### config.mk
export PLATFORM = sky130hd
export DESIGN_NAME = fft_ctrl
export DESIGN_NICKNAME = d
export VERILOG_FILES = /design/src/rtl/fft_ctrl_pkg.sv /design/src/rtl/fft_addr_gen.sv /design/src/rtl/fft_ctrl.sv
export SDC_FILE = /design/constraint.sdc
export NUM_CORES = 1
export LEC_CHECK = 0
export CAP_MARGIN = 20
export CORE_MARGIN = 10
export CORE_UTILIZATION = 57
export CTS_CLUSTER_SIZE = 30
export DETAILED_ROUTE_END_ITERATION = 12
export HOLD_SLACK_MARGIN = 0.02
export PLACE_DENSITY_LB_ADDON = 0.08
export SLEW_MARGIN = 15
export SYNTH_ARGS = -nofsm -noshare
export SYNTH_HDL_FRONTEND = slang
export SYNTH_SLANG_ARGS = --single-unit
### constraint.sdc
create_clock -name clk -period 10.5 [get_ports clk]
set_clock_uncertainty 0.15 [all_clocks]
set_input_delay 2.1 -clock clk [delete_from_list [all_inputs] [get_ports clk]]
set_output_delay 2.1 -clock clk [all_outputs]
set_load 0.005 [all_outputs]
### src/rtl/fft_ctrl_pkg.sv
// ---------------------------------------------------------------------------
// fft_ctrl_pkg
// Shared constants and types for the radix-2 DIT FFT sequencer.
//   LOGN_DEF   : default log2 of the transform length (N = 32)
//   N_HALF_DEF : default butterflies per round (N/2)
//   OP_LAT_DEF : default butterfly pipeline latency in cycles
//   state_t    : sequencer state encoding
// ---------------------------------------------------------------------------
package fft_ctrl_pkg;

  localparam int LOGN_DEF   = 5;
  localparam int N_HALF_DEF = 1 << (LOGN_DEF - 1);
  localparam int OP_LAT_DEF = 4;

  typedef enum logic [1:0] {
    ST_IDLE  = 2'd0,
    ST_ISSUE = 2'd1,
    ST_DRAIN = 2'd2,
    ST_DONE  = 2'd3
  } state_t;

endpackage

### src/rtl/fft_addr_gen.sv
// ---------------------------------------------------------------------------
// fft_addr_gen
// Combinational butterfly address map for an in-place radix-2 DIT FFT.
// Ports:
//   i_rnd    in  RW      round number, 0..LOGN-1
//   i_iter   in  LOGN-1  butterfly index k within the round
//   o_addra  out LOGN    operand a address: grp*2*half + idx
//   o_addrb  out LOGN    operand b address: addra + half
//   o_tw_idx out LOGN-1  twiddle index: idx << (LOGN-1-rnd)
// ---------------------------------------------------------------------------
module fft_addr_gen
  import fft_ctrl_pkg::*;
#(
  parameter int LOGN = LOGN_DEF,
  parameter int RW   = (LOGN > 1) ? $clog2(LOGN) : 1
) (
  input  logic [RW-1:0]   i_rnd,
  input  logic [LOGN-2:0] i_iter,
  output logic [LOGN-1:0] o_addra,
  output logic [LOGN-1:0] o_addrb,
  output logic [LOGN-2:0] o_tw_idx
);

  logic [LOGN-1:0] w_half;
  logic [LOGN-1:0] w_iter;
  logic [LOGN-1:0] w_idx;
  logic [LOGN-1:0] w_grp;

  always_comb begin
    w_half   = LOGN'(1) << i_rnd;
    w_iter   = {1'b0, i_iter};
    w_idx    = w_iter & (w_half - LOGN'(1));
    w_grp    = w_iter >> i_rnd;
    // Group base is grp*2*half; idx < half so OR equals addition here.
    o_addra  = (w_grp << (int'(i_rnd) + 1)) | w_idx;
    // b < N always, so the LOGN-bit sum never wraps.
    o_addrb  = o_addra + w_half;
    // idx < 2^rnd, so the shifted value always fits in LOGN-1 bits.
    o_tw_idx = w_idx[LOGN-2:0] << (LOGN - 1 - int'(i_rnd));
  end

endmodule

### src/rtl/fft_ctrl.sv
// ---------------------------------------------------------------------------
// fft_ctrl
// Sequencer for an in-place radix-2 DIT FFT over a dual-port BRAM and one
// pipelined butterfly. Issues one butterfly per cycle for N/2 cycles per
// round, drains the butterfly pipeline for 1+OP_LAT cycles, and repeats for
// LOGN rounds. Write-back addresses are the read addresses delayed by
// 1+OP_LAT cycles.
// Optional build macro: FFT_CTRL_INV_EN adds inv (in) / tw_conj (out) for
// inverse transforms via twiddle conjugation.
// Ports:
//   clk, rst       clock, synchronous active-high reset
//   sig            start pulse (ignored unless idle)
//   inv            [FFT_CTRL_INV_EN] inverse request, sampled with sig
//   busy, done     transform in progress / one-cycle completion pulse
//   rnd,iter,cycle status counters (CW bits)
//   rd_en, addra, addrb, tw_idx   butterfly read issue
//   wr_en, waddra, waddrb         butterfly write-back
//   tw_conj        [FFT_CTRL_INV_EN] latched inv for the whole transform
// ---------------------------------------------------------------------------
module fft_ctrl
  import fft_ctrl_pkg::*;
#(
  parameter int LOGN   = LOGN_DEF,
  parameter int OP_LAT = OP_LAT_DEF,
  parameter int CW     = 17
) (
  input  logic            clk,
  input  logic            rst,
  input  logic            sig,
`ifdef FFT_CTRL_INV_EN
  input  logic            inv,
  output logic            tw_conj,
`endif
  output logic            busy,
  output logic            done,
  output logic [CW-1:0]   rnd,
  output logic [CW-1:0]   iter,
  output logic [CW-1:0]   cycle,
  output logic            rd_en,
  output logic [LOGN-1:0] addra,
  output logic [LOGN-1:0] addrb,
  output logic [LOGN-2:0] tw_idx,
  output logic            wr_en,
  output logic [LOGN-1:0] waddra,
  output logic [LOGN-1:0] waddrb
);

  localparam int N_HALF = 1 << (LOGN - 1);
  localparam int RW     = (LOGN > 1) ? $clog2(LOGN) : 1;
  localparam int PD     = 1 + OP_LAT;
  localparam int DW     = (PD > 2) ? $clog2(PD) : 1;

  state_t          r_state;
  state_t          w_state_nxt;
  logic [CW-1:0]   r_rnd;
  logic [CW-1:0]   r_iter;
  logic [CW-1:0]   r_cycle;
  logic [DW-1:0]   r_drain;
  logic            w_last_iter;
  logic            w_last_rnd;
  logic            w_drain_end;
  logic [LOGN-1:0] w_addra;
  logic [LOGN-1:0] w_addrb;
  logic [LOGN-2:0] w_tw_idx;

  logic            r_pv [PD];
  logic [LOGN-1:0] r_pa [PD];
  logic [LOGN-1:0] r_pb [PD];

  assign w_last_iter = (r_iter == CW'(N_HALF - 1));
  assign w_last_rnd  = (r_rnd == CW'(LOGN - 1));
  assign w_drain_end = (r_drain == DW'(OP_LAT));

  // NOTE: state register uses non-blocking assignment so every flop samples
  // pre-edge values; blocking here would create order-dependent races.
  always_ff @(posedge clk) begin
    if (rst) r_state <= ST_IDLE;
    else     r_state <= w_state_nxt;
  end

  // NOTE: the default assignment up front guarantees every path drives
  // w_state_nxt, so no latch is inferred.
  always_comb begin
    w_state_nxt = r_state;
    case (r_state)
      ST_IDLE:  if (sig) w_state_nxt = ST_ISSUE;
      ST_ISSUE: if (w_last_iter) w_state_nxt = ST_DRAIN;
      ST_DRAIN: if (w_drain_end) w_state_nxt = w_last_rnd ? ST_DONE : ST_ISSUE;
      ST_DONE:  w_state_nxt = ST_IDLE;
      default:  w_state_nxt = ST_IDLE;
    endcase
  end

  always_ff @(posedge clk) begin
    if (rst) begin
      r_rnd   <= '0;
      r_iter  <= '0;
      r_cycle <= '0;
      r_drain <= '0;
    end else begin
      if (busy && r_cycle != '1) r_cycle <= r_cycle + CW'(1);
      case (r_state)
        ST_IDLE: if (sig) begin
          r_rnd   <= '0;
          r_iter  <= '0;
          r_cycle <= '0;
          r_drain <= '0;
        end
        ST_ISSUE: begin
          if (w_last_iter) r_drain <= '0;
          else             r_iter  <= r_iter + CW'(1);
        end
        ST_DRAIN: begin
          r_drain <= r_drain + DW'(1);
          if (w_drain_end && !w_last_rnd) begin
            r_rnd  <= r_rnd + CW'(1);
            r_iter <= '0;
          end
        end
        default: ;
      endcase
    end
  end

`ifdef FFT_CTRL_INV_EN
  logic r_tw_conj;
  always_ff @(posedge clk) begin
    if (rst)                         r_tw_conj <= 1'b0;
    else if (r_state == ST_IDLE && sig) r_tw_conj <= inv;
  end
  assign tw_conj = r_tw_conj;
`endif

  fft_addr_gen #(.LOGN(LOGN), .RW(RW)) u_addr_gen (
    .i_rnd    (r_rnd[RW-1:0]),
    .i_iter   (r_iter[LOGN-2:0]),
    .o_addra  (w_addra),
    .o_addrb  (w_addrb),
    .o_tw_idx (w_tw_idx)
  );

  // Addresses are forced to 0 outside ISSUE so idle outputs read as 0 and
  // invalid pipe entries carry zero addresses.
  assign rd_en  = (r_state == ST_ISSUE);
  assign addra  = rd_en ? w_addra  : '0;
  assign addrb  = rd_en ? w_addrb  : '0;
  assign tw_idx = rd_en ? w_tw_idx : '0;

  // NOTE: this delay line is a handful of flops, not a RAM, so resetting
  // every entry is cheap and keeps write addresses at 0 after reset.
  always_ff @(posedge clk) begin
    if (rst) begin
      for (int i = 0; i < PD; i++) begin
        r_pv[i] <= 1'b0;
        r_pa[i] <= '0;
        r_pb[i] <= '0;
      end
    end else begin
      r_pv[0] <= rd_en;
      r_pa[0] <= addra;
      r_pb[0] <= addrb;
      for (int i = 1; i < PD; i++) begin
        r_pv[i] <= r_pv[i-1];
        r_pa[i] <= r_pa[i-1];
        r_pb[i] <= r_pb[i-1];
      end
    end
  end

  assign wr_en  = r_pv[PD-1];
  assign waddra = r_pa[PD-1];
  assign waddrb = r_pb[PD-1];

  assign busy  = (r_state == ST_ISSUE) || (r_state == ST_DRAIN);
  assign done  = (r_state == ST_DONE);
  assign rnd   = r_rnd;
  assign iter  = r_iter;
  assign cycle = r_cycle;

endmodule

# Word level (Yosys, flattened, before mapping)
# Memory sizes are Yosys's and may differ from the RTL's.
# Cells that the tools add are included.
[classes]
shifts = 4
reduce_logical = 11
muxes = 38
add_sub_neg = 8
eq_ne = 12
bitwise_logic = 17
[op_table]
columns = ["op", "n"]
rows = [
  ["17-bit 2-to-1 mux", 7],
  ["5-bit 2-to-1 mux", 12],
  ["17-bit by 1-bit adder with 17-bit output (second input constant)", 3],
  ["17-bit one-hot mux with 3 select lines", 1],
  ["17-bit one-hot mux with 2 select lines", 1],
  ["4-bit by 32-bit left shift with 4-bit output", 1],
  ["5-bit by 32-bit left shift with 5-bit output", 1],
  ["17-bit by 3-bit == test with 1-bit output (second input constant)", 1],
  ["17-bit by 4-bit == test with 1-bit output (second input constant)", 1],
  ["17-bit inequality test (second input constant)", 1],
  ["1-bit bitwise OR", 15],
  ["3-bit one-hot mux with 3 select lines", 1],
  ["3-bit AND reduction", 3],
  ["1-bit 2-to-1 mux", 8],
  ["2-bit 2-to-1 mux", 4],
  ["2-bit inequality test (second input constant)", 4],
  ["2-bit one-hot mux with 4 select lines", 1],
  ["3-bit 2-to-1 mux", 2],
  ["5-bit adder", 1],
  ["4-bit by 5-bit AND with 5-bit output", 1],
  ["5-bit bitwise OR", 1],
  ["1-bit by 3-bit left shift with 5-bit output (first input constant)", 1],
  ["4-bit by 3-bit right shift with 5-bit output", 1],
  ["5-bit by 1-bit subtractor with 5-bit output (second input constant)", 1],
  ["15 further kinds", 17],
]
[word_totals]
inputBits = 3
output_inout_bits = 79
mem_bits_rw = 55
register_bits = 56
n_memories = 3
[memory_table]
columns = ["memory", "depth", "width", "read_ports", "rd_ports_with_merged_regs", "write_ports", "line_no", "text"]
rows = [
  ["r_pa", 5, 5, 5, 0, 5, "fft_ctrl.sv:67", "logic [LOGN-1:0] r_pa [PD];"],
  ["r_pb", 5, 5, 5, 0, 5, "fft_ctrl.sv:68", "logic [LOGN-1:0] r_pb [PD];"],
  ["r_pv", 5, 1, 5, 0, 5, "fft_ctrl.sv:66", "logic r_pv [PD];"],
]

# Depth between registers and ports, before layout
[logic_depth]
ltp_word = 7
mapped_depth = 14
mapped_depth_nobuf = 13

# By module
# A second synthesis with hierarchy kept.
[unflattened]
cells_unflattened = 577
area_unflattened_um2 = 5235.0
[by_module_without_submodules]
columns = ["module", "n_inst", "area_each_um2", "seq_area_each_um2", "cells_per_inst"]
rows = [
  ["fft_ctrl", 1, 4575.6, 2222.1, 486],
  ["fft_addr_gen", 1, 659.4, 0.0, 91],
]

# Worst setup path before layout
# Ideal clock, no wire load.
[synth_path]
path_kind = "reg2out"
startpoint = "register r_rnd[0] (netlist: rnd[0])"
endpoint = "output port addrb[4]"
slack_ns = 5.194
path_stages_with_launch = 15
path_buffers = 2
t_arrival_ns = 3.056
cell_sequence = "dfxtp_1 -> buf_2 -> inv_2 -> ha_1 -> buf_2 -> nor2_1 -> a41oi_1 -> inv_1 -> ha_1 -> fa_1 -> a21o_1 -> a21oi_1 -> xor2_1 -> a2111oi_0 -> nor3_1"
[synth_between]
elab_chain_cells = 6
[synth_lines]
columns = ["element", "line_no", "text"]
rows = [
  ["start, declared", "fft_ctrl.sv:55", "logic [CW-1:0] r_rnd;"],
  ["start signal, assigned", "fft_ctrl.sv:116", "r_rnd <= r_rnd + CW'(1);"],
  ["1-bit by 3-bit left shift with 5-bit output", "fft_addr_gen.sv:30", "w_half = LOGN'(1) << i_rnd;"],
  ["5-bit by 1-bit subtractor with 5-bit output", "fft_addr_gen.sv:32", "w_idx = w_iter & (w_half - LOGN'(1));"],
  ["4-bit by 5-bit AND with 5-bit output", "fft_addr_gen.sv:32", ""],
  ["5-bit bitwise OR", "fft_addr_gen.sv:35", "o_addra = (w_grp << (int'(i_rnd) + 1)) | w_idx;"],
  ["5-bit adder (*)", "fft_addr_gen.sv:37", "o_addrb = o_addra + w_half;"],
  ["5-bit 2-to-1 mux (*)", "fft_ctrl.sv:146", "assign addrb = rd_en ? w_addrb : '0;"],
  ["end, declared", "fft_ctrl.sv:41", "output logic [LOGN-1:0] addrb,"],
]
# Every way passes the cells marked *; elsewhere a longest branch is shown, timed or not.

# Worst setup path after layout
[layout_path]
startpoint = "register r_rnd[1] (netlist: rnd[1])"
endpoint = "output port addrb[4]"
# The elaborated chain is that of the path after synthesis.

==> reports/results.txt <==
CP startpoint kind -> flop
Critical Path AT -> 4740 ps
Most used DFF post-synth -> dfxtp_1
vias in the first global route -> 3784
final setup violation count -> 0
Met1 Wirelength -> 5070 um
CTS Buffer Depth -> 2
via/cell ratio -> 5.53
worst skew pair latency -> 390 ps
GRT overflow -> 0
mapped cell area -> 5000 um^2
Worst path max stage delay -> 670 ps
most common cell after layout, fill and taps aside -> dfxtp_1
Period minus WS final -> 6990 ps
register bit total from synthesis -> 111
Clk network pwr share -> 0.288
Maximum Capacitance Violations -> 0
final wirelength -> 11400 um
post-CTS setup buffers -> 0
NumNets Final -> 622
r2r endpoint -> r_pb[0][4]
cts hold-fix bufs -> 0
syn nets -> 564
CP Cell Sequence -> inv_1, ha_1, nor2_1, a41oi_1, inv_1, ha_1, fa_1, a21o_1, a21oi_1, xor2_1, a2111oi_0, nor3_1, clkdlybuf4s50_1
most frequent cells in the layout -> 111 x dfxtp_1, 80 x clkdlybuf4s50_1, 57 x nor2_1
measured slew at the worst slew-check pin -> 862 ps
peak supply drop -> 0.0000715 V
Max Freq -> 0.143 GHz
Synth cell types -> 63
met2 wire len -> 5510 um
headroom to the max-slew limit -> 0.425
Static Leak -> 0.00213 uW
drt first pass iters -> 5
Synth async-reset ratio -> 0
DR iter-0 viols -> 305
combinational share of power -> 0.221
met3 wire length -> 741 um
Sinks on Clock Net -> 111
CP Max Fanout -> 15
CTS tree -> built
Worst Hold End -> r_pa[0][7]
Clock transition at path regs -> 120 ps
sequential fraction of the synthesis area -> 0.444
Worst Path Required -> 8250 ps
Routability Congestion -> 0.933
number of vias in the routed layout -> 3930
kind of end point of the critical path -> output port
DIE AREA -> 12900 um^2
root buffer cell -> clkbuf_8
Syn Inst Count -> 540
DR WL/cell -> 16.1 um
Initial Utilization -> 0.579
post-CTS sizing -> 0
RSZ-0062 raised after global routing -> false
total core area -> 8640 um^2
Post-synth EDFFs -> 0
CP max stage cell -> dfxtp_1
share of layout cells above drive strength 1 -> 0.0597
largest net degree at the start of global routing -> 55
fin. max-slew vios -> 0
Final TNS setup -> 0 ps
Synth warnings -> 0
IO Port Bufs -> 81
final worst-path cycle share -> 0.666
worst reg2reg path depth -> 12
Max Used Layer -> met4
Die W -> 114 um
Crit path max-delay family -> adder cells
# diodes -> 0
IO Count -> 82
Routed Antenna Nets -> 0
power per cell area -> 153 nW/um^2
DRC errors left -> 0
Seq pwr share -> 0.490
Switching Fraction -> 0.335
initial antenna violation count -> 0
Net Sw Power -> 306 uW
CTS H-tree depth -> 3
GR Util All Layers -> 0.177
Setup CP Type -> flop to output port
row count -> 34
Die Y-Extent -> 114 um
dpl hpwl -> 8240 um
Hold Path Stages -> 1
r2r setup slk -> 6360 ps
first-pass GRT wire length -> 18900 um
Hold Crit Class -> flop to flop
Avg Cell Area, Syn -> 9.27 um^2
Area Overhead vs Synth -> 19.3%
outcome -> complete, no violations
CP bufs+invs -> 3
hold wc startpoint -> r_pa[0][2]
Hold Violations, Final -> 0
Num CTS Buffers -> 9
reg2reg start -> rnd[1]
Pint -> 607 uW
worst hold margin -> 290 ps
## stage by stage
stage               instances  setup slack (ps)  cell area, um^2  total power, uW  utilization
floorplan                 540              5190             5000              597            -
global placement          695              4130             5750              650        0.666
detailed placement        695              3990             5750              657        0.666
CTS                       711              3520             5960              921        0.690
global route              711              3160             5970              960        0.691
finish                    711              3510             5970              914        0.691
## synth_stat cells, types with 3 or more instances
library cell  count  area share
dfxtp_1         111        0.44
nor2_1           57       0.043
nor2b_1          50       0.063
xor2_1           28       0.049
nand2_1          27       0.020
ha_1             20       0.050
a21oi_1          19       0.019
and2_1           15       0.019
inv_1            15       0.011
nand3_1          15       0.015
clkbuf_1         13      0.0098
nand4_1          13       0.016
buf_4            12       0.018
nor3_1           12       0.012
o21ai_0          12       0.012
xnor2_1          11       0.019
o31ai_1           9       0.014
buf_2             8      0.0080
or3_1             8       0.010
or4_1             7       0.011
and3_1            6      0.0075
o2111ai_1         6       0.011
nor4_1            5      0.0063
o21ai_1           4      0.0040
o32ai_1           4      0.0070
a32oi_1           3      0.0053
mux2_2            3      0.0068
mux2i_1           3      0.0060
nand3b_1          3      0.0045
o211ai_1          3      0.0045
## layout make-up
class | count | area, um^2
Clock inverter | 7 | 80.1
Tap cell | 108 | 135
Clock buffer | 9 | 124
Fill cell | 708 | 2670
Inverter | 16 | 60.1
Timing Repair Buffer | 83 | 821
Multi-Input combinational cell | 377 | 2520
Sequential cell | 111 | 2220
## layer usage
metal  vias to the layer above  track usage
met1                      1866        0.219
li1                       1973            -
met5                         -            0
met2                        82        0.282
met4                         0       0.0575
met3                         9       0.0604
## power by group through the flow
| stage | Clock [uW] | Combinational [uW] | Sequential (uW) |
|---|---|---|---|
| floorplan | 0 | 144 | 453 |
| global placement | 0 | 194 | 456 |
| detailed placement | 0 | 200 | 457 |
| CTS | 272 | 201 | 448 |
| global route | 288 | 222 | 450 |
| finish | 263 | 202 | 448 |
## sequential cells by signal (all words and copies together) (netlist names)
register	count
r_pa	25
rnd	17
r_pb	25
cycle	17
iter	17
r_pv	5
r_state	2
r_drain	3
## worst max-delay path by stage
stage	cells past startpoint	end	start	slack [ps]
finish	13	addrb[4]	rnd[1]	3510
global route	13	addrb[4]	rnd[1]	3160
CTS	13	addrb[4]	rnd[1]	3520
detailed placement	13	addrb[4]	rnd[1]	3990
global placement	13	addrb[4]	rnd[1]	4130
floorplan	14	addrb[4]	rnd[0]	5190
## cells by family (layout without fill, tap and decap cells)
| kind of cell | count (synthesis) | count (layout) | share of synthesized area |
|---|---|---|---|
| multiplexers | 7 | 7 | 0.0158 |
| buffers and inverters | 52 | 115 | 0.0530 |
| XOR/XNOR | 39 | 39 | 0.0683 |
| adder cells (fa/ha/maj) | 21 | 21 | 0.0540 |
| AND/OR/NAND/NOR | 236 | 236 | 0.263 |
| flip-flops | 111 | 111 | 0.444 |
| AO/OA/AOI/OAI | 74 | 74 | 0.102 |
Power figures use the tool's default switching activity.
